--- src/rtl/sqrt_approx_ctrl.sv ---
// sqrt_approx_ctrl: sequencing FSM for the sqrt(a^2+b^2) approximation datapath.
// Walks LOAD, ABSA, ABSB, MAX, MIN, SUB, ADD, FMAX and ends in DONE. Each compute
// state is held AU_LAT+1 cycles. Register enables pulse only in the final cycle.
// All outputs are registered. They are decoded from the next state and the next
// wait count, so they change on the same edge as the state register.
// Optional feature macro: SQRT_CTRL_ABORT_EN adds an `abort` input. When abort is
// high in any state other than IDLE, the FSM returns to IDLE on the next cycle.
module sqrt_approx_ctrl #(
  parameter int AU_LAT = 1
) (
  input  logic       clk,
  input  logic       rst,
  input  logic       start,
`ifdef SQRT_CTRL_ABORT_EN
  input  logic       abort,
`endif
  output logic       busy,
  output logic       en_R1,
  output logic       en_R2,
  output logic       en_R3,
  output logic       en_R4,
  output logic       en_R5,
  output logic       b1,
  output logic       b6,
  output logic [1:0] b2,
  output logic [1:0] b3,
  output logic [1:0] b4,
  output logic [1:0] b5,
  output logic [1:0] b7,
  output logic [1:0] sel_AU1,
  output logic [1:0] sel_AU2,
  output logic       Done
);

  localparam int CW = (AU_LAT < 1) ? 1 : $clog2(AU_LAT + 1);
  localparam logic [CW-1:0] LAST_CNT = CW'(AU_LAT);

  typedef enum logic [3:0] {
    S_IDLE = 4'd0, S_LOAD = 4'd1, S_ABSA = 4'd2, S_ABSB = 4'd3, S_MAX = 4'd4,
    S_MIN  = 4'd5, S_SUB  = 4'd6, S_ADD  = 4'd7, S_FMAX = 4'd8, S_DONE = 4'd9
  } state_t;

  typedef struct packed {
    logic       busy;
    logic       en_r1, en_r2, en_r3, en_r4, en_r5;
    logic       b1, b6;
    logic [1:0] b2, b3, b4, b5, b7;
    logic [1:0] sel_au1, sel_au2;
    logic       done;
  } ctrl_t;

  state_t        state_r, state_nat_s, state_nxt_s;
  logic [CW-1:0] cnt_r, cnt_nat_s, cnt_nxt_s;
  ctrl_t         ctrl_r;

  // Successor of each compute state once its wait has elapsed.
  function automatic state_t succ(input state_t st);
    state_t n;
    case (st)
      S_ABSA:  n = S_ABSB;
      S_ABSB:  n = S_MAX;
      S_MAX:   n = S_MIN;
      S_MIN:   n = S_SUB;
      S_SUB:   n = S_ADD;
      S_ADD:   n = S_FMAX;
      S_FMAX:  n = S_DONE;
      default: n = S_IDLE;
    endcase
    return n;
  endfunction

  // Output decode: selects are held for the whole state, enables only on the last wait cycle.
  function automatic ctrl_t decode(input state_t st, input logic [CW-1:0] cnt);
    ctrl_t c;
    logic  last_s;
    c      = '0;
    last_s = (cnt == LAST_CNT);
    case (st)
      S_LOAD: begin
        c.busy = 1'b1; c.b3 = 2'b10; c.b4 = 2'b10; c.en_r1 = 1'b1; c.en_r2 = 1'b1;
      end
      S_ABSA: begin
        c.busy = 1'b1; c.b1 = 1'b1; c.b3 = 2'b01; c.sel_au1 = 2'b00;
      end
      S_ABSB: begin
        c.busy = 1'b1; c.b2 = 2'b01; c.b4 = 2'b01; c.sel_au1 = 2'b01;
      end
      S_MAX: begin
        c.busy = 1'b1; c.b1 = 1'b1; c.b2 = 2'b01; c.sel_au1 = 2'b11; c.b7 = 2'b10;
        c.en_r4 = last_s; c.en_r3 = last_s;
      end
      S_MIN: begin
        c.busy = 1'b1; c.b1 = 1'b1; c.b2 = 2'b01; c.sel_au1 = 2'b10; c.en_r5 = last_s;
      end
      S_SUB: begin
        c.busy = 1'b1; c.b5 = 2'b10; c.b7 = 2'b01; c.sel_au2 = 2'b00; c.en_r3 = last_s;
      end
      S_ADD: begin
        c.busy = 1'b1; c.b5 = 2'b01; c.b7 = 2'b01; c.sel_au2 = 2'b01; c.en_r3 = last_s;
      end
      S_FMAX: begin
        c.busy = 1'b1; c.b5 = 2'b10; c.b7 = 2'b01; c.sel_au2 = 2'b10; c.en_r3 = last_s;
      end
      S_DONE:  c.done = 1'b1;
      default: c = '0;
    endcase
    return c;
  endfunction

  // Natural sequencing: start handshake, wait counting and state advance.
  always_comb begin
    state_nat_s = state_r;
    cnt_nat_s   = cnt_r;
    case (state_r)
      S_IDLE, S_DONE: begin
        if (start) begin
          state_nat_s = S_LOAD;
          cnt_nat_s   = '0;
        end else begin
          state_nat_s = state_r;
          cnt_nat_s   = '0;
        end
      end
      S_LOAD: begin
        state_nat_s = S_ABSA;
        cnt_nat_s   = '0;
      end
      S_ABSA, S_ABSB, S_MAX, S_MIN, S_SUB, S_ADD, S_FMAX: begin
        if (cnt_r == LAST_CNT) begin
          state_nat_s = succ(state_r);
          cnt_nat_s   = '0;
        end else begin
          state_nat_s = state_r;
          cnt_nat_s   = cnt_r + CW'(1'b1);
        end
      end
      default: begin
        state_nat_s = S_IDLE;
        cnt_nat_s   = '0;
      end
    endcase
  end

  // Abort override (when built in); abort beats start, rst beats both.
  always_comb begin
    state_nxt_s = state_nat_s;
    cnt_nxt_s   = cnt_nat_s;
`ifdef SQRT_CTRL_ABORT_EN
    if (abort && (state_r != S_IDLE)) begin
      state_nxt_s = S_IDLE;
      cnt_nxt_s   = '0;
    end else begin
      state_nxt_s = state_nat_s;
      cnt_nxt_s   = cnt_nat_s;
    end
`endif
  end

  // State, wait counter and registered output decode with synchronous reset.
  always_ff @(posedge clk) begin
    if (rst) begin
      state_r <= S_IDLE;
      cnt_r   <= '0;
      ctrl_r  <= '0;
    end else begin
      state_r <= state_nxt_s;
      cnt_r   <= cnt_nxt_s;
      ctrl_r  <= decode(state_nxt_s, cnt_nxt_s);
    end
  end

  assign busy    = ctrl_r.busy;
  assign en_R1   = ctrl_r.en_r1;
  assign en_R2   = ctrl_r.en_r2;
  assign en_R3   = ctrl_r.en_r3;
  assign en_R4   = ctrl_r.en_r4;
  assign en_R5   = ctrl_r.en_r5;
  assign b1      = ctrl_r.b1;
  assign b6      = ctrl_r.b6;
  assign b2      = ctrl_r.b2;
  assign b3      = ctrl_r.b3;
  assign b4      = ctrl_r.b4;
  assign b5      = ctrl_r.b5;
  assign b7      = ctrl_r.b7;
  assign sel_AU1 = ctrl_r.sel_au1;
  assign sel_AU2 = ctrl_r.sel_au2;
  assign Done    = ctrl_r.done;

endmodule

--- config.mk ---
export PLATFORM = sky130hd
export DESIGN_NAME = sqrt_approx_ctrl
export DESIGN_NICKNAME = d
export VERILOG_FILES = /design/src/rtl/sqrt_approx_ctrl.sv
export SDC_FILE = /design/constraint.sdc
export NUM_CORES = 1
export LEC_CHECK = 0
export ABC_AREA = 1
export CAP_MARGIN = 20
export CORE_UTILIZATION = 45
export CTS_BUF_LIST = sky130_fd_sc_hd__clkbuf_8
export CTS_CLUSTER_SIZE = 25
export DETAILED_ROUTE_END_ITERATION = 6
export HOLD_SLACK_MARGIN = 0.03
export PLACE_DENSITY = 0.74
export SLEW_MARGIN = 20
export SYNTH_ARGS = -nofsm -noshare
export SYNTH_HDL_FRONTEND = slang
export SYNTH_SLANG_ARGS = --single-unit
--- constraint.sdc ---
create_clock -name clk -period 1.6 [get_ports clk]
set_input_delay 0.48 -clock clk [delete_from_list [all_inputs] [get_ports clk]]
set_output_delay 0.48 -clock clk [all_outputs]
set_load 0.05 [all_outputs]
==> summary.md <==
| Metric | Value |
|---|---|
| Status | `finished with violations` |
| Violated checks | `setup timing` |
| Final worst slack | `-0.0146 ns` |
| Worst endpoint required time | `1.82 ns` |
| Commonest non-fill, non-tap cell in the layout | `buf_12` |
| PortBufs | `23` |
| Commonest cells after routing, fill and taps aside | `buf_12 (21), dfxtp_1 (19), buf_4 (19)` |
| Chip Width | `50.5 um` |
| Iter 0 DRT Violations | `42` |
| Final Max Tran Viols | `0` |
| Routed len/inst | `14.5 um` |
| Power density cells | `837 nW/um^2` |
| Worst EP arrival | `1.84 ns` |
| I/O pin count | `26` |
| Synth Flop Type | `dfxtp_1` |
| Yosys warning count | `0` |
| Syn Std Cell Area | `1060 um^2` |
| Clock Latency Late Sink | `0.27 ns` |
| Initial core utilization | `0.479` |
| Slowest stage delay, CP | `0.41 ns` |
| GP Congestion | `0.761` |
| Pre-Repair DR Iteration Count | `4` |
| GRT Util Overall | `0.206` |
| Clk sinks | `24` |
| Die height | `50.5 um` |
| Fmax | `619 MHz` |
| Core ar. | `2210 um^2` |
| Overall power | `0.00150 W` |
| Placed cells | `175` |
| XOR/XNOR Fraction of Synth Area | `0.00827` |
| Final ANT Viol Nets | `0` |
| Post-synth EDFFs | `0` |
| Max clock buf depth | `2` |
| Max-cap check violation count | `0` |
| Clock transition at path regs | `0.08 ns` |
| Asr flop ratio synth | `0` |
| Cells along the critical path | `inv_4, nand2_4, nand2_4, nand3_4, nand2_2, nand2_1, nand2_2, nor2_4, nand3_2, nand3_1, nand2_1, nand2_1` |
| Vias/cell | `5.05` |
| Period Utilization, post-route | `1.01` |
| Vias post-DR | `960` |
| Placed Area | `1570 um^2` |
| WP buf/inv | `1` |
| Clock skew | `0.00206 ns` |
| Largest net degree at the start of global routing | `14` |
| Worst Hold Class | `primary input to register` |
| Layout Area Growth over Synthesis | `69.9%` |
| Pleak | `0.767 nW` |
| Fillers | `112` |
| Antenna diodes | `0` |
| Max VDD drop | `0.863 mV` |
| Share of layout cells above drive strength 1 | `0.549` |
| Gr ovfl total | `0` |
| Final Non-Filler Cells | `190` |
| Setup Crit Path Kind | `register to register` |
| CTS Hold Bufs | `0` |
| Row Count | `17` |
| Mean area per synthesized cell | `8.90 um^2` |
| Post-synth top area share | `0.454` |
| CTS tree | `built` |
| Most frequent cell on the critical path | `nand2_1` |
| Post-synthesis instance total | `119` |
| Post-synthesis adder-cell area fraction | `0` |
| Worst-path fanout max | `6` |
| Antenna violations before repair | `0` |
| CP max stage cell | `dfxtp_4` |
| Vias in the first global route | `873` |
| Final instance area | `1800 um^2` |
| Crit. End Element | `register` |
| CTS Root Cell | `clkbuf_8` |
| Period minus WS final | `1.61 ns` |
| Compound-Gate Fraction of Synth Area | `0.0626` |
| Die area | `2550 um^2` |
| H-tree levels | `1` |
| Fin Hold WS | `0.691 ns` |
| Final net count | `166` |
| Post-Synth Simple-Gate Area | `0.383` |
| Top cells by area, synth | `dfxtp_1 (45%), nand2_1 (6.4%), nor2_4 (5.3%), nand3_2 (4.7%), nor2_1 (4.6%)` |
| RSZ-0062 raised after global routing | `true` |
| First-pass GRT wire length | `3780 um` |
| DRC | `0` |
| Crit-path leading delay family | `simple AND/OR/NAND/NOR gates` |
| HPWL after DPL | `1770 um` |
| Yosys top cell by area | `dfxtp_1` |
| Fin util | `0.813` |
| Final wirelength | `2760 um` |
| Largest family of logic cells by synthesized area | `simple AND/OR/NAND/NOR gates` |
| Synth Register Bits | `24` |
| Startpoint types | `register` |
| CTS Buf Count | `3` |
| Final setup viols | `1` |
| Sequential share of the synthesized area | `0.454` |
| Unique masters post-synth | `26` |
| Mux cell area share after synthesis | `0` |
| Final Hold Vio Count | `0` |
## synth_stat cells, types with 3 or more instances
master   number
nor2_1       13
nand2_2       3
inv_2         6
buf_4         4
nand2_1      18
nand3_2       5
nand2_4       4
dfxtp_1      24
inv_1        10
nor2_4        5
nand3_1       7
nand4_1       3
## flip-flops by register name, indices dropped and copies added (netlist names), 2 cells and up
name	cells
sel_AU2	2
b7	2
b3	2
b5	2
sel_AU1	2
state_r	4
b4	2
## power by group
group / internal [W] / switching (W) / leakage (nW) / total (W)
Combinational: 0.000185 / 0.000246 / 0.540 / 0.000431
Clock: 0.000220 / 0.000199 / 0.0288 / 0.000419
Sequential: 0.000619 / 0.0000360 / 0.199 / 0.000655
Total: 0.00102 / 0.000481 / 0.767 / 0.00150
## repair_timing
item	in CTS	in global routing
pin swaps	0	12
setup buffers	0	11
gates resized for setup	5	21
endpoints found under the setup margin	3	11
## area by class of cell
cell class / instances / area [um^2] / area share
multi-input cells: 75 / 547 / 0.304
well taps: 28 / 35.0 / 0.0195
clock buffers: 4 / 55.1 / 0.0306
inverters: 16 / 65.1 / 0.0362
repair buffers: 43 / 597 / 0.332
flip-flops and latches: 24 / 499 / 0.278
## cells by family after synthesis
logic type / after synthesis
compound gates: 8
xor+xnor: 1
buf+inv: 21
flops: 24
other cells: 1
simple gates: 64
## worst min-delay path: stages
cell	delay, ns
dlymetal6s2s_1	0.13
nand4_1	0.15
buf_4	0.13
nor2_1	0.03
## routing by layer
| metal | GRT usage | wire length, um | vias up |
|---|---|---|---|
| met2 | 0.369 | 1480 | 46 |
| met3 | 0.0515 | 185 | 7 |
| met1 | 0.206 | 1030 | 444 |
| met4 | 0.139 | 66 | 0 |
| li1 | - | - | 463 |
| met5 | 0 | 0 | - |
## path summary, 6_finish.rpt
| path | endpoint | from | cells past startpoint | slack (ns) |
|---|---|---|---|---|
| hold reg to reg | en_R3$_SDFF_PP0_ | cnt_r$_SDFF_PP0_ | 4 | 0.77 |
| hold / removal | b4[1]$_SDFF_PP0_ | start | 4 | 0.69 |
| setup / recovery | busy$_SDFF_PP0_ | state_r[0]$_SDFF_PP0_ | 12 | -0.01 |
| setup reg to reg | busy$_SDFF_PP0_ | state_r[0]$_SDFF_PP0_ | 12 | -0.01 |
## per-stage QoR
step / setup slack, ns / setup TNS, ns
global route: -0.0931 / -0.270
global placement: -0.201 / -2.13
finish: -0.0146 / -0.0146
detailed placement: -0.291 / -2.88
CTS: 0.000462 / 0
floorplan: 0.159 / 0
Note: power is estimated with default switching activity, not from simulation.
==> patch 1: new RTL, same settings <==
Re-encode `state_t` (10 states) as one-hot, 10 bits wide.
--- a/src/rtl/sqrt_approx_ctrl.sv
+++ b/src/rtl/sqrt_approx_ctrl.sv
@@ -36,7 +36,7 @@
   localparam logic [CW-1:0] LAST_CNT = CW'(AU_LAT);
 
-  typedef enum logic [3:0] {
-    S_IDLE = 4'd0, S_LOAD = 4'd1, S_ABSA = 4'd2, S_ABSB = 4'd3, S_MAX = 4'd4,
-    S_MIN  = 4'd5, S_SUB  = 4'd6, S_ADD  = 4'd7, S_FMAX = 4'd8, S_DONE = 4'd9
+  typedef enum logic [9:0] {
+    S_IDLE = 10'b0000000001, S_LOAD = 10'b0000000010, S_ABSA = 10'b0000000100, S_ABSB = 10'b0000001000, S_MAX = 10'b0000010000,
+    S_MIN  = 10'b0000100000, S_SUB  = 10'b0001000000, S_ADD  = 10'b0010000000, S_FMAX = 10'b0100000000, S_DONE = 10'b1000000000
   } state_t;
 
Formal check against the unedited RTL: same outputs for any inputs over 10 cycles, from zero or initial values and one cycle with rst high; not proved beyond that.
==> patch 1 against the original RTL <==
- wire length grew 6.2%
- via count rose by 16%
- setup slack gained 110 ps
- cell area increased by 5.1%
- area after synthesis grew 19%
- sequential share of layout area rose by 4.9 points
- hold slack worse by 150 ps
- clock skew about the same
- sequential cell count rose by 6
Power is not compared: it rests on default switching activity, and its combinational part moved more than twofold at a synthesized area within 25%.
==> patch 1: results (changes against the original RTL) <==
Clocking
  – H-tree Lvls: 2 (+1)
  – Clock slew at reported path FFs: 60 ps (-20 ps)

GRT
  – Gr usage total: 23.17% (+2.6 points)
  – M1 GR Usage: 25.84% (+5.2 points)
  – Pin count of the biggest net entering global routing: 24 (+10)
  – Met3 usage: 9.290% (+4.1 points)

Worst hold path
  – Worst Hold Path EP: state_r[0]
  – Hold Startpoint: state_r[0]
  – Worst hold path type: reg -> reg

Place
  – Placed Area: 1722 µm² (+9.6%)
  – Dpl hpwl: 2119 µm (+20%)
  – Gpl congestion: 0.8904 (+17%)
  – Placed Cells: 209 (+19%)

Routing
  – Via count: 1115 (+16%)
  – Routed WL: 2933 µm (+6.2%)
  – Via/cell ratio: 5.138 (+1.7%)
  – Wl on met1: 1190 µm (+16%)

Logic synthesis
  – Sequential share of the synthesized area: 47.57% (+2.2 points)
  – Syn Area/Cell: 7.940 µm² (-11%)
  – Post-synth top cells: dfxtp_1 (30), nor2_1 (25), nand2_1 (23), inv_1 (17), nand3_1 (9)
  – Synth unique cells: 24 (-7.7%)

Setup path
  – Reg2reg start: state_r[9]
  – Reg2reg setup slack: 100 ps (+110 ps)
  – Reg2reg path depth: 11 (-1)
  – Worst-path maximum fanout: 9 (+3)
  – CP max stage delay: 340 ps (-70 ps)
  – Crit path arrival time: 1720 ps (-120 ps)

Layout
  – Layout net count: 190 (+14%)
  – Max reg flops: 10 (+6)
  – Share of cells above drive strength 1: 38.50% (-16 points)
  – Fillers: 203 (+81%)

STA
  – Hold WS: 537.1 ps (-153.9 ps)

Outcome
  – Status: completed
## patch 1: cell types whose count changed after synthesis, moves of 3 or more
| cell | before | now |
|---|---|---|
| nor2_2 | 2 | 5 |
| nand2_2 | 3 | 8 |
| inv_1 | 10 | 17 |
| nand3_2 | 5 | 1 |
| inv_2 | 6 | 3 |
| dfxtp_1 | 24 | 30 |
| nor2_1 | 13 | 25 |
| a21oi_1 | 1 | 5 |
| nand2_1 | 18 | 23 |
| o21ai_0 | 1 | 6 |
## patch 1: cell families (layout without fill, tap and decap cells)
logic type             Yosys count  after routing  synth area share [%]
other                            1              2                0.2970
AOI/OAI and AO/OA               17             17                 7.830
buffers and inverters           27             54                 9.217
and+or+nand+nor                 84             84                 35.08
DFF                             30             30                 47.57
## patch 1: cell type report
| type | instances | area [µm²] | share of cell area [%] |
|---|---|---|---|
| sequential | 30 | 618.1 | 32.69 |
| multi-input combinational | 103 | 580.6 | 30.71 |
| timing repair buffer | 26 | 462.9 | 24.49 |
| clock buffer | 6 | 82.58 | 4.368 |
| inverter | 21 | 78.83 | 4.169 |
| tap | 30 | 37.54 | 1.985 |
| clock inverter | 1 | 30.03 | 1.588 |
## patch 1: worst max path at each step
stage / from / endpoint / slack (ps) / cells past startpoint
4_1_cts: state_r[3] / busy / 60 / 11
3_5_place_dp: state_r[3] / busy / 80 / 11
5_1_grt: state_r[3] / busy / -30 / 11
2_1_floorplan: b3[1] / b3[1] / 210 / 1
3_3_place_gp: rst / b1 / 110 / 3
6_report: state_r[9] / busy / 100 / 11
## patch 1: report_power, final
group / total (µW) / internal (µW) / switching (µW)
clock: 765 / 497 / 268
sequential: 780 / 760 / 19.1
combinational: 209 / 82.9 / 126
total: 1750 / 1340 / 413
==> patch 2: new RTL, same settings <==
Made on the original files. The parameter `AU_LAT` goes from 1 to 2. Comments in the files are not updated.
--- a/src/rtl/sqrt_approx_ctrl.sv
+++ b/src/rtl/sqrt_approx_ctrl.sv
@@ -7,5 +7,5 @@
 // high in any state other than IDLE, the FSM returns to IDLE on the next cycle.
 module sqrt_approx_ctrl #(
-  parameter int AU_LAT = 1
+  parameter int AU_LAT = 2
 ) (
   input  logic       clk,
Function: changed (Yosys sat finds a counterexample within 10 cycles, from zero or initial values and one cycle with rst high).
==> patch 2 against the original RTL <==
- area after synthesis down 0.83%
- cell area down 9.3%
- sequential cell count up 1
- total power up 3.9%
- setup slack better by 110 ps
- wire length down 17%
- sequential power up 6.9%
- count of clock-buffer cells in the layout down 1
==> patch 2: results (changes against the original RTL) <==
Setup path
  – Worst-path maximum fanout: 6 (unchanged)
  – Crit end category: flop
  – Crit path arrival time: 1730 ps (-110 ps)
  – Reg2reg setup slack: 100 ps (+110 ps)
  – Reg-to-reg endpoint: en_R3
  – Setup CP Type: reg -> reg
  – Reg2reg start: cnt_r[0]
  – Reg2reg path depth: 9 (-3)

GRT
  – First-pass GRT wire length: 3726 µm (-1.5%)
  – Antenna violations before repair: 0 (unchanged)
  – Gr usage total: 20.23% (-0.33 points)
  – Vias in the first global route: 845 (-3.2%)
  – Pin count of the biggest net entering global routing: 16 (+2)

Clocking
  – Clock slew at reported path FFs: 80 ps (about the same)
  – H-tree Lvls: 1 (unchanged)
  – Cts bufs inserted: 3 (unchanged)
  – Worst-case clock buffer depth: 2 (unchanged)
  – Root buffer cell: clkbuf_8
  – Clk_lat worst skew: between 200 and 300 ps

Layout
  – Layout net count: 164 (-1.2%)
  – Diode count: 0 (unchanged)
  – Share of cells above drive strength 1: 41.88% (-13 points)
  – Fillers: 164 (+46%)
  – Max reg flops: 4 (unchanged)
  – Top reg by flops: state_r

Place
  – Dpl hpwl: 1760 µm (-0.33%)
  – Placed Area: 1514 µm² (-3.7%)
  – Port Buffer Count: 23 (unchanged)
  – Gpl congestion: 0.8326 (+9.4%)
  – DP Worst Slack: -211.1 ps (+79.43 ps)

Routing
  – Via/cell ratio: 4.973 (-1.6%)
  – Iteration count of the initial detailed-routing pass: 4 (unchanged)
  – Initial DRC Count: 28 (-33%)
  – Routed WL: 2285 µm (-17%)

STA
  – Final slew viol count: 0 (unchanged)
  – Worst Skew: 4.089 ps (+2.029 ps)
  – Fmax: 666.2 MHz (+7.6%)

Worst hold path
  – Worst hold path type: reg -> reg

Job
  – MaxCap Viol Count: 0 (unchanged)

Logic synthesis
  – Synthesis Warnings: 0 (unchanged)
  – Post-synth top cells: nand2_1 (26), dfxtp_1 (25), nor2_1 (14), inv_1 (13), nand3_1 (10)
  – Top post-synthesis cells by area: dfxtp_1 (48%), nand2_1 (9.3%), nor2_1 (5.0%)
  – Post-synth ARST share: 0% (unchanged)
  – Synth unique cells: 24 (-7.7%)
  – Sequential share of the synthesized area: 47.68% (+2.3 points)
  – Post-synth EDFFs: 0 (unchanged)

Power
  – Max IR drop VDD: 0.7950 mV (-7.9%)
  – Leakage Power: 0.0007120 µW (-7.2%)

Outcome
  – Status: completed
## patch 2: cell count changes after synthesis, sizes merged
cell and delta:
dfxtp +1, nor2 +2, a21oi -1, nand3 -1, o211ai +1, nor4 +1
nor3 +4, buf +2, clkinv +1, nand2 +6, inv -1, o21ai -2
o2111ai -1
## patch 2: worst min path at each step
stage              from       end  slack, ps  cells after the start
2_1_floorplan  cnt_r[0]  cnt_r[0]        440                      1
3_3_place_gp   cnt_r[0]  cnt_r[0]        450                      1
3_5_place_dp   cnt_r[0]  cnt_r[0]        460                      1
4_1_cts        cnt_r[0]  cnt_r[0]        470                      1
5_1_grt        cnt_r[1]  cnt_r[0]        480                      1
6_report       cnt_r[1]  cnt_r[0]        450                      1
## patch 2: timing repair
item                                    in CTS  in global routing
resized for setup                            0                 17
endpoints found under the setup margin       0                 17
buffers inserted                             0                  3
## patch 2: metrics by stage
stage | total power [µW] | instances
after floorplan | 986.9 | 132
after global placement | 1153 | 181
after detailed placement | 1165 | 181
after CTS | 1543 | 185
after global routing | 1641 | 188
final | 1564 | 188
## patch 2: cells by family after synthesis
| family | Yosys count | synth area share [%] |
|---|---|---|
| simple gates | 76 | 36.95 |
| other cells | 1 | 0.3572 |
| xor+xnor | 1 | 0.8345 |
| compound gates | 5 | 2.980 |
| flops | 25 | 47.68 |
| buf+inv | 23 | 11.20 |
## patch 2: worst max-delay path, stage by stage, from the launching register on
cell     delay (ps)
dfxtp_2         370
inv_1            70
nand2_1         120
nor2_1           70
xor2_1          180
nor2_4          240
nand3_2         150
nor2_2          120
nand2_1          80
nand2_1          70
## patch 2: routing by layer
metal | wire length, µm | GRT usage, % | share of wire, %
met2 | 1217 | 34.67 | 53
met3 | 136 | 4.545 | 6.0
met5 | 0 | 0 | 0
met4 | 48 | 11.11 | 2.1
met1 | 882 | 23.06 | 39
## patch 2: final cells by class
class	count	area (µm²)	share of cell area [%]
timing repair buffer	31	500.5	30.70
sequential	25	506.7	31.08
multi-input combinational	84	474.2	29.09
inverter	16	65.06	3.991
clock buffer	3	41.29	2.533
tap	28	35.03	2.149
clock inverter	1	7.507	0.4605
## patch 2: where the power goes
part	total, µW	switching (µW)	leakage [µW]	internal [µW]
registers	700	42.5	0.000205	658
clock network	387	210	0.0000217	177
logic	476	277	0.000485	199
